--- src/rtl/composite_video_encoder_if.sv ---
// -----------------------------------------------------------------------------
// composite_video_encoder_if
// Sample-stream bundle between a video timing/colour source and the composite
// encoder.
//   palMode          : 0 = NTSC (c1=I, c2=Q), 1 = PAL (c1=U, c2=V)
//   lineStart        : one-cycle pulse at the start of each line
//   subcarrierPhase  : subcarrier phase index, PHASE_BITS wide
//   sync/burst/blank : timing flags
//   y, c1, c2        : signed luma and chroma, YUV_BITS wide
//   vSwitch          : PAL V-switch state returned by the encoder
//   dacSample        : composite DAC code returned by the encoder
// master = sample source, slave = encoder.
// -----------------------------------------------------------------------------
interface composite_video_if #(
    parameter int unsigned PHASE_BITS = 4,
    parameter int unsigned DAC_BITS   = 5,
    parameter int unsigned YUV_BITS   = 9
);
    logic                        palMode;
    logic                        lineStart;
    logic [PHASE_BITS-1:0]       subcarrierPhase;
    logic                        sync;
    logic                        burst;
    logic                        blank;
    logic signed [YUV_BITS-1:0]  y;
    logic signed [YUV_BITS-1:0]  c1;
    logic signed [YUV_BITS-1:0]  c2;
    logic                        vSwitch;
    logic [DAC_BITS-1:0]         dacSample;

    modport master (
        output palMode, lineStart, subcarrierPhase, sync, burst, blank, y, c1, c2,
        input  vSwitch, dacSample
    );

    modport slave (
        input  palMode, lineStart, subcarrierPhase, sync, burst, blank, y, c1, c2,
        output vSwitch, dacSample
    );
endinterface

--- src/rtl/composite_video_encoder.sv ---
// -----------------------------------------------------------------------------
// composite_video_encoder
// NTSC/PAL composite video sample generator driving an R-2R DAC.
// An input capture register is followed by four pipeline stages, so inputs
// sampled at edge n reach dacSample after edge n+4:
//   stage 1 : flag priority (sync > burst > blank > active), burst injection,
//             cos/sin LUT lookup, V-switch sign
//   stage 2 : luma scaling, chroma modulation, DAC offset
//   stage 3 : composite sum
//   stage 4 : DAC code extraction
// Ports:
//   phaseClock : sample clock (16x subcarrier at defaults)
//   reset      : synchronous, active-high
//   bus        : composite_video_if.slave (inputs, vSwitch, dacSample)
// Build option:
//   COMPOSITE_SATURATE_EN : clamp stage-4 code to [0, 2^DAC_BITS-1];
//                           undefined -> plain bit-slice (wrapping).
// -----------------------------------------------------------------------------
module composite_video_encoder #(
    parameter int unsigned PHASE_BITS      = 4,
    parameter int unsigned DAC_BITS        = 5,
    parameter int unsigned YUV_BITS        = 9,
    parameter int unsigned COS_FRAC_BITS   = 7,
    parameter int unsigned DAC_LEVEL_SHIFT = 11,
    parameter int unsigned SYNC_LEVEL      = 0,
    parameter int unsigned BLANK_LEVEL     = 8,
    parameter int unsigned BLACK_LEVEL     = 10
) (
    input  logic               phaseClock,
    input  logic               reset,
    composite_video_if.slave   bus
);

    localparam int unsigned LUT_DEPTH = 1 << PHASE_BITS;
    localparam int unsigned QUARTER   = 1 << (PHASE_BITS - 2);
    localparam int unsigned COS_W     = COS_FRAC_BITS + 1;
    localparam int unsigned PROD_W    = YUV_BITS + COS_W;
    localparam int unsigned SUM_A     = YUV_BITS + COS_FRAC_BITS + 3;
    localparam int unsigned SUM_B     = DAC_BITS + DAC_LEVEL_SHIFT + 2;
    localparam int unsigned SUM_W     = (SUM_A > SUM_B) ? SUM_A : SUM_B;
    localparam int unsigned AMP       = (1 << COS_FRAC_BITS) - 1;

    // Stage 3 only keeps the bits stage 4 consumes.
`ifdef COMPOSITE_SATURATE_EN
    localparam int unsigned S3_W = SUM_W - DAC_LEVEL_SHIFT;
`else
    localparam int unsigned S3_W = DAC_BITS;
`endif

    // Elaboration-time round(AMP*cos(2*pi*k/LUT_DEPTH)) using a fixed-point
    // (2^30) Taylor series on the first quadrant.
    function automatic int cos_entry(input int k);
        longint one;
        longint pi_fx;
        longint x;
        longint x2;
        longint term;
        longint acc;
        longint rnd;
        int     m;
        bit     neg;
        one   = 64'sd1 <<< 30;
        pi_fx = 64'sd3373259426;
        m     = k % int'(LUT_DEPTH);
        neg   = 1'b0;
        if (m > int'(LUT_DEPTH / 2)) begin
            m = int'(LUT_DEPTH) - m;
        end
        if (m > int'(LUT_DEPTH / 4)) begin
            m   = int'(LUT_DEPTH / 2) - m;
            neg = 1'b1;
        end
        x    = (2 * pi_fx * longint'(m)) / longint'(LUT_DEPTH);
        x2   = (x * x) >>> 30;
        term = one;
        acc  = one;
        for (int i = 1; i <= 9; i++) begin
            term = -(((term * x2) >>> 30) / longint'((2 * i - 1) * (2 * i)));
            acc  = acc + term;
        end
        rnd = (acc * longint'(AMP) + (one >>> 1)) >>> 30;
        return neg ? -int'(rnd) : int'(rnd);
    endfunction

    logic signed [COS_W-1:0] cos_lut [LUT_DEPTH];

    for (genvar k = 0; k < LUT_DEPTH; k++) begin : g_lut
        localparam logic signed [COS_W-1:0] ENTRY = COS_W'(cos_entry(k));
        assign cos_lut[k] = ENTRY;
    end

    // V-switch
    logic vswitch_d, vswitch_q;

    // Input capture
    logic                       in_pal_d,   in_pal_q;
    logic                       in_vsw_d,   in_vsw_q;
    logic                       in_sync_d,  in_sync_q;
    logic                       in_burst_d, in_burst_q;
    logic                       in_blank_d, in_blank_q;
    logic [PHASE_BITS-1:0]      in_phase_d, in_phase_q;
    logic signed [YUV_BITS-1:0] in_y_d,     in_y_q;
    logic signed [YUV_BITS-1:0] in_c1_d,    in_c1_q;
    logic signed [YUV_BITS-1:0] in_c2_d,    in_c2_q;

    // Stage 1
    logic signed [YUV_BITS-1:0] s1_y_d,   s1_y_q;
    logic signed [YUV_BITS-1:0] s1_c1_d,  s1_c1_q;
    logic signed [YUV_BITS-1:0] s1_c2_d,  s1_c2_q;
    logic [DAC_BITS-1:0]        s1_off_d, s1_off_q;
    logic signed [COS_W-1:0]    s1_cos_d, s1_cos_q;
    logic signed [COS_W-1:0]    s1_sin_d, s1_sin_q;
    logic                       s1_neg_d, s1_neg_q;

    // Stage 2
    logic signed [SUM_W-1:0]    s2_yc_d,  s2_yc_q;
    logic signed [SUM_W-1:0]    s2_c1c_d, s2_c1c_q;
    logic signed [SUM_W-1:0]    s2_c2c_d, s2_c2c_q;
    logic signed [SUM_W-1:0]    s2_off_d, s2_off_q;

    // Stage 3 / 4
    logic [S3_W-1:0]            s3_sum_d, s3_sum_q;
    logic [DAC_BITS-1:0]        dac_d,    dac_q;

    logic [PHASE_BITS-1:0]      sin_idx;
    logic signed [PROD_W-1:0]   c1_prod;
    logic signed [PROD_W-1:0]   c2_prod;

    // Next-state logic for every pipeline register
    always_comb begin
        // V-switch: toggles per PAL line, held at 0 in NTSC
        vswitch_d  = bus.palMode ? (vswitch_q ^ bus.lineStart) : 1'b0;

        // Input capture; the V-switch sign travels with the sample
        in_pal_d   = bus.palMode;
        in_vsw_d   = vswitch_q;
        in_sync_d  = bus.sync;
        in_burst_d = bus.burst;
        in_blank_d = bus.blank;
        in_phase_d = bus.subcarrierPhase;
        in_y_d     = bus.y;
        in_c1_d    = bus.c1;
        in_c2_d    = bus.c2;

        // Stage 1: flag priority and burst injection
        s1_y_d   = '0;
        s1_c1_d  = '0;
        s1_c2_d  = '0;
        s1_off_d = DAC_BITS'(BLANK_LEVEL);
        if (in_sync_q) begin
            s1_off_d = DAC_BITS'(SYNC_LEVEL);
        end else if (in_burst_q) begin
            if (in_pal_q) begin
                // 135 deg; stage 2 swings it to -135 deg on V-switched lines
                s1_c1_d = YUV_BITS'(-45);
                s1_c2_d = YUV_BITS'(45);
            end else begin
                // amplitude 64 at -57 deg
                s1_c1_d = YUV_BITS'(35);
                s1_c2_d = YUV_BITS'(-54);
            end
        end else if (!in_blank_q) begin
            s1_off_d = DAC_BITS'(BLACK_LEVEL);
            s1_y_d   = in_y_q;
            s1_c1_d  = in_c1_q;
            s1_c2_d  = in_c2_q;
        end
        sin_idx  = in_phase_q - PHASE_BITS'(QUARTER);
        s1_cos_d = cos_lut[in_phase_q];
        s1_sin_d = cos_lut[sin_idx];
        s1_neg_d = in_pal_q & in_vsw_q;

        // Stage 2: scale luma, modulate chroma, offset (level + 0.5)
        c1_prod  = PROD_W'(s1_c1_q) * PROD_W'(s1_cos_q);
        c2_prod  = PROD_W'(s1_c2_q) * PROD_W'(s1_sin_q);
        s2_yc_d  = SUM_W'(s1_y_q) <<< COS_FRAC_BITS;
        s2_c1c_d = SUM_W'(c1_prod);
        s2_c2c_d = s1_neg_q ? -SUM_W'(c2_prod) : SUM_W'(c2_prod);
        s2_off_d = SUM_W'({s1_off_q, 1'b1}) <<< (DAC_LEVEL_SHIFT - 1);

        // Stage 3: composite sum, pre-shifted to DAC scale
        s3_sum_d = S3_W'((s2_yc_q + s2_c1c_q + s2_c2c_q + s2_off_q) >>> DAC_LEVEL_SHIFT);

        // Stage 4: DAC code
`ifdef COMPOSITE_SATURATE_EN
        if (s3_sum_q[S3_W-1]) begin
            dac_d = '0;
        end else if (|s3_sum_q[S3_W-2:DAC_BITS]) begin
            dac_d = '1;
        end else begin
            dac_d = s3_sum_q[DAC_BITS-1:0];
        end
`else
        dac_d = s3_sum_q;
`endif
    end

    // Pipeline registers; reset fills every stage with a blank sample
    always_ff @(posedge phaseClock) begin
        if (reset) begin
            vswitch_q  <= 1'b0;
            in_pal_q   <= 1'b0;
            in_vsw_q   <= 1'b0;
            in_sync_q  <= 1'b0;
            in_burst_q <= 1'b0;
            in_blank_q <= 1'b1;
            in_phase_q <= '0;
            in_y_q     <= '0;
            in_c1_q    <= '0;
            in_c2_q    <= '0;
            s1_y_q     <= '0;
            s1_c1_q    <= '0;
            s1_c2_q    <= '0;
            s1_off_q   <= DAC_BITS'(BLANK_LEVEL);
            s1_cos_q   <= '0;
            s1_sin_q   <= '0;
            s1_neg_q   <= 1'b0;
            s2_yc_q    <= '0;
            s2_c1c_q   <= '0;
            s2_c2c_q   <= '0;
            s2_off_q   <= SUM_W'({DAC_BITS'(BLANK_LEVEL), 1'b1}) <<< (DAC_LEVEL_SHIFT - 1);
            s3_sum_q   <= S3_W'(BLANK_LEVEL);
            dac_q      <= DAC_BITS'(BLANK_LEVEL);
        end else begin
            vswitch_q  <= vswitch_d;
            in_pal_q   <= in_pal_d;
            in_vsw_q   <= in_vsw_d;
            in_sync_q  <= in_sync_d;
            in_burst_q <= in_burst_d;
            in_blank_q <= in_blank_d;
            in_phase_q <= in_phase_d;
            in_y_q     <= in_y_d;
            in_c1_q    <= in_c1_d;
            in_c2_q    <= in_c2_d;
            s1_y_q     <= s1_y_d;
            s1_c1_q    <= s1_c1_d;
            s1_c2_q    <= s1_c2_d;
            s1_off_q   <= s1_off_d;
            s1_cos_q   <= s1_cos_d;
            s1_sin_q   <= s1_sin_d;
            s1_neg_q   <= s1_neg_d;
            s2_yc_q    <= s2_yc_d;
            s2_c1c_q   <= s2_c1c_d;
            s2_c2c_q   <= s2_c2c_d;
            s2_off_q   <= s2_off_d;
            s3_sum_q   <= s3_sum_d;
            dac_q      <= dac_d;
        end
    end

    assign bus.vSwitch   = vswitch_q;
    assign bus.dacSample = dac_q;

endmodule
--- src/flat_wrapper.sv ---
// flat-port wrapper written by rule: the top's interface ports become plain ports
module composite_video_encoder_flat 
#(
    parameter int unsigned PHASE_BITS      = 4,
    parameter int unsigned DAC_BITS        = 5,
    parameter int unsigned YUV_BITS        = 9,
    parameter int unsigned COS_FRAC_BITS   = 7,
    parameter int unsigned DAC_LEVEL_SHIFT = 11,
    parameter int unsigned SYNC_LEVEL      = 0,
    parameter int unsigned BLANK_LEVEL     = 8,
    parameter int unsigned BLACK_LEVEL     = 10
)
  (phaseClock, reset, bus_palMode, bus_lineStart, bus_subcarrierPhase, bus_sync, bus_burst, bus_blank, bus_y, bus_c1, bus_c2, bus_vSwitch, bus_dacSample);
  composite_video_if #(.PHASE_BITS(PHASE_BITS), .DAC_BITS(DAC_BITS), .YUV_BITS(YUV_BITS)) bus_i ();
  input  logic phaseClock;
  input  logic reset;
  input wire logic [$bits(bus_i.palMode)-1:0] bus_palMode;
  input wire logic [$bits(bus_i.lineStart)-1:0] bus_lineStart;
  input wire logic [$bits(bus_i.subcarrierPhase)-1:0] bus_subcarrierPhase;
  input wire logic [$bits(bus_i.sync)-1:0] bus_sync;
  input wire logic [$bits(bus_i.burst)-1:0] bus_burst;
  input wire logic [$bits(bus_i.blank)-1:0] bus_blank;
  input wire logic [$bits(bus_i.y)-1:0] bus_y;
  input wire logic [$bits(bus_i.c1)-1:0] bus_c1;
  input wire logic [$bits(bus_i.c2)-1:0] bus_c2;
  output wire logic [$bits(bus_i.vSwitch)-1:0] bus_vSwitch;
  output wire logic [$bits(bus_i.dacSample)-1:0] bus_dacSample;
  assign bus_i.palMode = bus_palMode;
  assign bus_i.lineStart = bus_lineStart;
  assign bus_i.subcarrierPhase = bus_subcarrierPhase;
  assign bus_i.sync = bus_sync;
  assign bus_i.burst = bus_burst;
  assign bus_i.blank = bus_blank;
  assign bus_i.y = bus_y;
  assign bus_i.c1 = bus_c1;
  assign bus_i.c2 = bus_c2;
  assign bus_vSwitch = bus_i.vSwitch;
  assign bus_dacSample = bus_i.dacSample;
  composite_video_encoder #(.PHASE_BITS(PHASE_BITS), .DAC_BITS(DAC_BITS), .YUV_BITS(YUV_BITS), .COS_FRAC_BITS(COS_FRAC_BITS), .DAC_LEVEL_SHIFT(DAC_LEVEL_SHIFT), .SYNC_LEVEL(SYNC_LEVEL), .BLANK_LEVEL(BLANK_LEVEL), .BLACK_LEVEL(BLACK_LEVEL)) u_core (.phaseClock(phaseClock), .reset(reset), .bus(bus_i));
endmodule
--- config.mk ---
export PLATFORM = sky130hd
export DESIGN_NAME = composite_video_encoder_flat
export DESIGN_NICKNAME = d
export VERILOG_FILES = /design/src/rtl/composite_video_encoder_if.sv /design/src/rtl/composite_video_encoder.sv /design/src/flat_wrapper.sv
export SDC_FILE = /design/constraint.sdc
export NUM_CORES = 1
export LEC_CHECK = 0
export CORE_ASPECT_RATIO = 1.75
export CORE_MARGIN = 3
export CORE_UTILIZATION = 65
export DETAILED_ROUTE_END_ITERATION = 7
export PLACE_DENSITY = 0.91
export SYNTH_ARGS = -nofsm -noshare
export SYNTH_HDL_FRONTEND = slang
export SYNTH_SLANG_ARGS = --single-unit
--- constraint.sdc ---
create_clock -name phaseClock -period 12.7 [get_ports phaseClock]
set_input_delay 2.54 -clock phaseClock [delete_from_list [all_inputs] [get_ports phaseClock]]
set_output_delay 2.54 -clock phaseClock [all_outputs]
set_load 0.005 [all_outputs]
==> results of run 1 <==
[power by group]
group	internal (W)	switching [W]	total, W
sequential	0.000451	0.0000280	0.000479
combinational	0.0000875	0.000102	0.000189
clock	0.000335	0.000213	0.000548
total	0.000874	0.000343	0.00122
[worst max-delay path: stages (launching register included)]
cell and delay [ns]:
dfxtp_1 0.52, and2_1 0.22, inv_1 0.07, fa_1 0.61
inv_1 0.13, fa_1 0.52, fa_1 0.51, inv_1 0.05
fa_1 0.48, inv_1 0.04, ha_1 0.38, nor4b_1 0.19
a2111oi_0 0.60, o311ai_2 0.27, o41ai_2 0.36, xnor2_1 0.15
nor2_1 0.05
[through the flow]
step	utilization (%)	total power (W)
2_1_floorplan	-	0.000612
3_3_place_gp	70.4	0.000658
3_5_place_dp	70.4	0.000668
4_1_cts	74.5	0.00122
5_1_grt	74.5	0.00126
6_report	74.5	0.00122
[metal layers]
| metal | track usage, % | up-vias |
|---|---|---|
| met5 | 0 | - |
| met3 | 4.48 | 133 |
| li1 | - | 3432 |
| met2 | 53.7 | 278 |
| met4 | 18.1 | 0 |
| met1 | 30.7 | 3643 |
[kinds of logic after synthesis]
| kind of cell | share of synthesized area [%] |
|---|---|
| simple gates | 18.2 |
| flops | 26.3 |
| fa+ha+maj | 35.4 |
| buf+inv | 7.18 |
| mux | 0.702 |
| xor+xnor | 4.56 |
| compound gates | 7.57 |
[layout make-up]
| cell class | count | area, um2 |
|---|---|---|
| fillers | 992 | 3940 |
| multi-input cells | 746 | 6880 |
| clock buffers | 18 | 429 |
| repair buffers | 46 | 450 |
| clock inverters | 14 | 211 |
| well taps | 186 | 233 |
| inverters | 160 | 601 |
| flip-flops and latches | 136 | 2720 |
[worst paths after layout]
path	cells after the start	startpoint	slack (ns)	endpoint
worst max-delay path	16	u_core.s1_sin_q[3]	7.40	u_core.s2_c2c_q[15]
worst min-delay path	1	u_core.dac_d[3]	0.42	u_core.bus.dacSample[3]
worst max register to register	16	u_core.s1_sin_q[3]	7.40	u_core.s2_c2c_q[15]
worst min register to register	1	u_core.dac_d[3]	0.42	u_core.bus.dacSample[3]
[layout by cell type (no fill, tap or decap), drive strengths merged, types with 3 or more instances in the layout]
cell type / instances
clkdlybuf4s50: 42
clkbuf: 18
or2: 6
a2111oi: 3
nor4: 4
xnor2: 35
a21o: 19
o21ai: 24
clkinv: 3
fa: 126
nand2b: 13
nor2b: 62
a211oi: 10
ha: 91
dfxtp: 136
mux2i: 5
a31oi: 3
bufinv: 4
inv: 166
nor3: 13
or3: 6
buf: 4
xor2: 18
and2: 92
a21oi: 30
nor2: 71
nand3: 8
o21a: 6
nand2: 70
o21bai: 3
==> run summary, run 1 <==
non-filler cells, final -> 1306
Via Count -> 7486
Period minus WS final -> 5.30 ns
post_cts resized -> 0
Cell Rows -> 60
final worst slack -> 7.40 ns
Place WS -> 7.56 ns
vias in the first global route -> 8389
critical path launch point type -> register
met3 wire len -> 761 um
status -> complete, no violations
Die ar. -> 0.0175 mm2
port buffer count -> 43
Slew Viols, Final -> 0
synthesized area -> 0.0103 mm2
I/O Pins -> 44
Synth area leaders -> dfxtp_1 (26%), fa_1 (24%), ha_1 (11%), inv_1 (5.8%), and2_1 (5.6%)
Clk Latency, worst-skew pair -> 0.43 ns
top cell type's share of synthesized area -> 26.3%
top-count cell post-synth -> inv_1
Mapped Nets -> 1331
MaxCap Viol Count -> 0
power per cell area -> 106 mW/mm2
setup bufs post-CTS -> 0
hold_buf cts -> 0
DRT iter0 DRCs -> 421
Hold Violations, Final -> 0
dominant cell type by area after synthesis -> dfxtp_1
routed wire length -> 23500 um
Root Driver -> clkbuf_16
Initial Util -> 66.8%
share of layout cells above drive strength 1 -> 5.00%
Chip Width -> 101 um
first-pass GRT wire length -> 40300 um
top sig layer -> met4
Top FF cell, synth -> dfxtp_1
wl on met1 -> 8130 um
peak supply drop -> 120 uV
Distinct cells, synth -> 61
CTS Sinks -> 136
Largest regs -> u_core.s2_c1c_q: 16 flops, u_core.s2_c2c_q: 16 flops
CP Max Fanout -> 9
final setup fails -> 0
Tcrit/Tclk final -> 41.7%
GRT Util Overall -> 29.5%
DR DRC count -> 0
CP Class -> register to register
crit path capture type -> register
Arr. time, crit path -> 5.60 ns
Slew HR -> 26.6%
clock skew -> 0.0187 ns
gr ovfl total -> 0
post-DP HPWL -> 16700 um
H-Tree Depth -> 4
initial antenna violation count -> 0
Tightest Pin Transition -> 1.09 ns
RSZ-0062 raised after global routing -> no
synthesized area per cell -> 9.61 um2
chip height -> 173 um
largest net degree at the start of global routing -> 64
Post-synth EDFFs -> 0
met2 wire length -> 12900 um
drt pass-1 iters -> 5
Clock Path Buffers -> 2
CTS buffer count -> 17
FMAX -> 189 MHz
hold slack final -> 0.417 ns
CTS tree -> built
post-route ant nets -> 0
antenna cells -> 0
final net count -> 1362
Reg clk slew, reported paths -> 0.07 ns
post-synthesis cell count -> 1076
Core Area -> 0.0155 mm2
async set-reset flop share out of synthesis -> 0%
Placed Cells incl. Taps -> 1274
via/cell ratio -> 5.73
WL per Instance -> 18.0 um
routability congestion estimate -> 0.937
Seq cells post-synth -> 136
Req. time, crit path -> 13.00 ns
area grow syn2layout -> 11.5%
synth cell count leaders -> inv_1 (160), dfxtp_1 (136), fa_1 (126)
post-synthesis sequential area ratio -> 26.3%
Synth Warn # -> 0
P_leak -> 5.53 nW
setup TNS -> 0 ns
Cell Area, Placed -> 0.0109 mm2
Min-Delay Path Class -> register to register
design area -> 0.0115 mm2
No activity file was read; power rests on OpenSTA's default activity.
==> run 2, diff against run 1 <==
--- a/config.mk
+++ b/config.mk
@@ -7,9 +7,9 @@
 export LEC_CHECK = 0
 export CORE_ASPECT_RATIO = 1.75
 export CORE_MARGIN = 3
-export CORE_UTILIZATION = 65
+export CORE_UTILIZATION = 62
 export DETAILED_ROUTE_END_ITERATION = 7
-export PLACE_DENSITY = 0.91
+export PLACE_DENSITY = 0.87
 export SYNTH_ARGS = -nofsm -noshare
 export SYNTH_HDL_FRONTEND = slang
 export SYNTH_SLANG_ARGS = --single-unit
==> constraint.sdc (replaced) <==
create_clock -name phaseClock -period 5.39 [get_ports phaseClock]
set_input_delay 1.078 -clock phaseClock [delete_from_list [all_inputs] [get_ports phaseClock]]
set_output_delay 1.078 -clock phaseClock [all_outputs]
set_load 0.005 [all_outputs]
==> run summary, run 2 (same netlist as run 1, synthesis figures left out) <==
routed wire length -> 21900 um
Cell Area, Placed -> 0.0109 mm2
Initial Util -> 64.2%
final setup fails -> 0
status -> complete, no violations
Reg clk slew, reported paths -> 0.07 ns
CP Max Fanout -> 9
Tcrit/Tclk final -> 93.7%
Arr. time, crit path -> 5.33 ns
Slew Viols, Final -> 0
final worst slack -> 0.340 ns
Period minus WS final -> 5.05 ns
Core Area -> 0.0161 mm2
crit path capture type -> register
CTS Sinks -> 136
Cell Rows -> 61
Hold Startpoint -> u_core.dac_d[3]
Sw Ratio -> 29.6%
Slew HR -> 20.5%
Chip Width -> 104 um
FMAX -> 198 MHz
Comb power frac -> 16.4%
Min-Delay Path Class -> register to register
M2 GR Usage -> 50.5%
routability congestion estimate -> 0.887
global route hottest layer -> met2
post-DP HPWL -> 16800 um
setup bufs post-CTS -> 0
design area -> 0.0115 mm2
met1 Track Usage GR -> 25.0%
Req. time, crit path -> 5.67 ns
port buffer count -> 43
internal power -> 0.00189 W
WL per Instance -> 16.4 um
fin util -> 71.4%
antenna cells -> 0
Hold Violations, Final -> 0
setup TNS -> 0 ns
largest net degree at the start of global routing -> 68
chip height -> 177 um
most frequent cells in the layout -> inv_1 (160), dfxtp_1 (136), fa_1 (126), and2_1 (92), ha_1 (91)
drt pass-1 iters -> 5
GRT Util Overall -> 25.8%
RSZ-0062 raised after global routing -> no
DRT iter0 DRCs -> 293
Die ar. -> 0.0183 mm2
Largest regs -> u_core.s2_c1c_q: 16 flops, u_core.s2_c2c_q: 16 flops
I/O Pins -> 44
Placed Cells incl. Taps -> 1309
MaxCap Viol Count -> 0
Net Switching -> 0.000793 W
power share of the clock group -> 41.7%
area grow syn2layout -> 11.3%
H-Tree Depth -> 4
first-pass GRT wire length -> 37400 um
post_cts resized -> 0
crit path cell chain -> and2_1 > inv_1 > fa_1 > inv_1 > fa_1 > fa_1 > inv_1 > fa_1 > inv_1 > ha_1 > nor4b_1 > a2111oi_0 > o311ai_2 > o41ai_2 > xnor2_1 > nor2_1
hold_buf cts -> 0
P_leak -> 5.49 nW
post-route ant nets -> 0
CTS tree -> built
Root Driver -> clkbuf_16
Place WS -> 0.397 ns
vias in the first global route -> 8112
DR DRC count -> 0
commonest non-fill, non-tap cell in the layout -> inv_1
Via Count -> 7308
Crit path largest cell delay -> 0.61 ns
part of the power in registers -> 41.9%
Reg-to-Reg Start -> u_core.s1_sin_q[3]
gr ovfl total -> 0
power per cell area -> 233 mW/mm2
non-filler cells, final -> 1341
Clk Latency, worst-skew pair -> 0.42 ns
CP max-delay cell -> fa_1
final net count -> 1363
peak supply drop -> 258 uV
GRT met3 Usage -> 3.65%
Tightest Pin Transition -> 1.18 ns
share of layout cells above drive strength 1 -> 5.17%
Clock Path Buffers -> 2
via/cell ratio -> 5.45
crit path from -> u_core.s1_sin_q[3]
clock skew -> 0.0109 ns
critical path launch point type -> register
CP Class -> register to register
initial antenna violation count -> 0
CTS buffer count -> 17
-- run 2: cell count changes in the layout (fill, tap and decap cells not counted) --
cell	change
inv_8	+2
clkbuf_1	-1
clkinv_4	-1
buf_4	+1
clkinvlp_4	+3
bufinv_16	-4
clkbuf_8	+1
-- run 2: power groups by stage --
| stage | Sequential (W) | Clock [W] | Combinational [W] |
|---|---|---|---|
| 2_1_floorplan | 0.00111 | 0 | 0.000331 |
| 3_3_place_gp | 0.00114 | 0 | 0.000413 |
| 3_5_place_dp | 0.00114 | 0 | 0.000432 |
| 4_1_cts | 0.00112 | 0.00113 | 0.000444 |
| 5_1_grt | 0.00113 | 0.00117 | 0.000499 |
| 6_report | 0.00112 | 0.00112 | 0.000441 |
-- run 2: stage by stage --
step           hold slack (ns)  total power, W
2_1_floorplan            0.389         0.00144
3_3_place_gp             0.392         0.00156
3_5_place_dp             0.399         0.00158
4_1_cts                  0.415         0.00270
5_1_grt                  0.425         0.00280
6_report                 0.415         0.00268
-- run 2: layer usage --
| layer | part of all wire [%] | wire, um |
|---|---|---|
| met5 | 0 | 0 |
| met4 | 6.4 | 1410 |
| met3 | 3.1 | 675 |
| met2 | 57 | 12400 |
| met1 | 34 | 7440 |
-- run 2: final cells by class --
type,instances,area [um2]
Clock inverter,14,128
Clock buffer,18,439
Fill cell,1106,4600
Tap cell,220,275
Timing Repair Buffer,47,458
Sequential cell,136,2720
Inverter,160,601
Multi-Input combinational cell,746,6880
-- run 2: final timing paths --
check / cells past startpoint / endpoint / slack [ns]
setup / recovery: 16 / u_core.s2_c2c_q[15] / 0.34
hold / removal: 1 / u_core.bus.dacSample[3] / 0.41
setup reg to reg: 16 / u_core.s2_c2c_q[15] / 0.34
hold reg to reg: 1 / u_core.bus.dacSample[3] / 0.41
-- run 2: worst max-delay path, delay by kind of cell (launching register included) --
| kind | cells | cell delay, ns |
|---|---|---|
| fa+ha+maj | 5 | 2.47 |
| compound gates | 3 | 1.02 |
| xor+xnor | 1 | 0.16 |
| flops | 1 | 0.50 |
| simple gates | 3 | 0.48 |
| buf+inv | 4 | 0.28 |
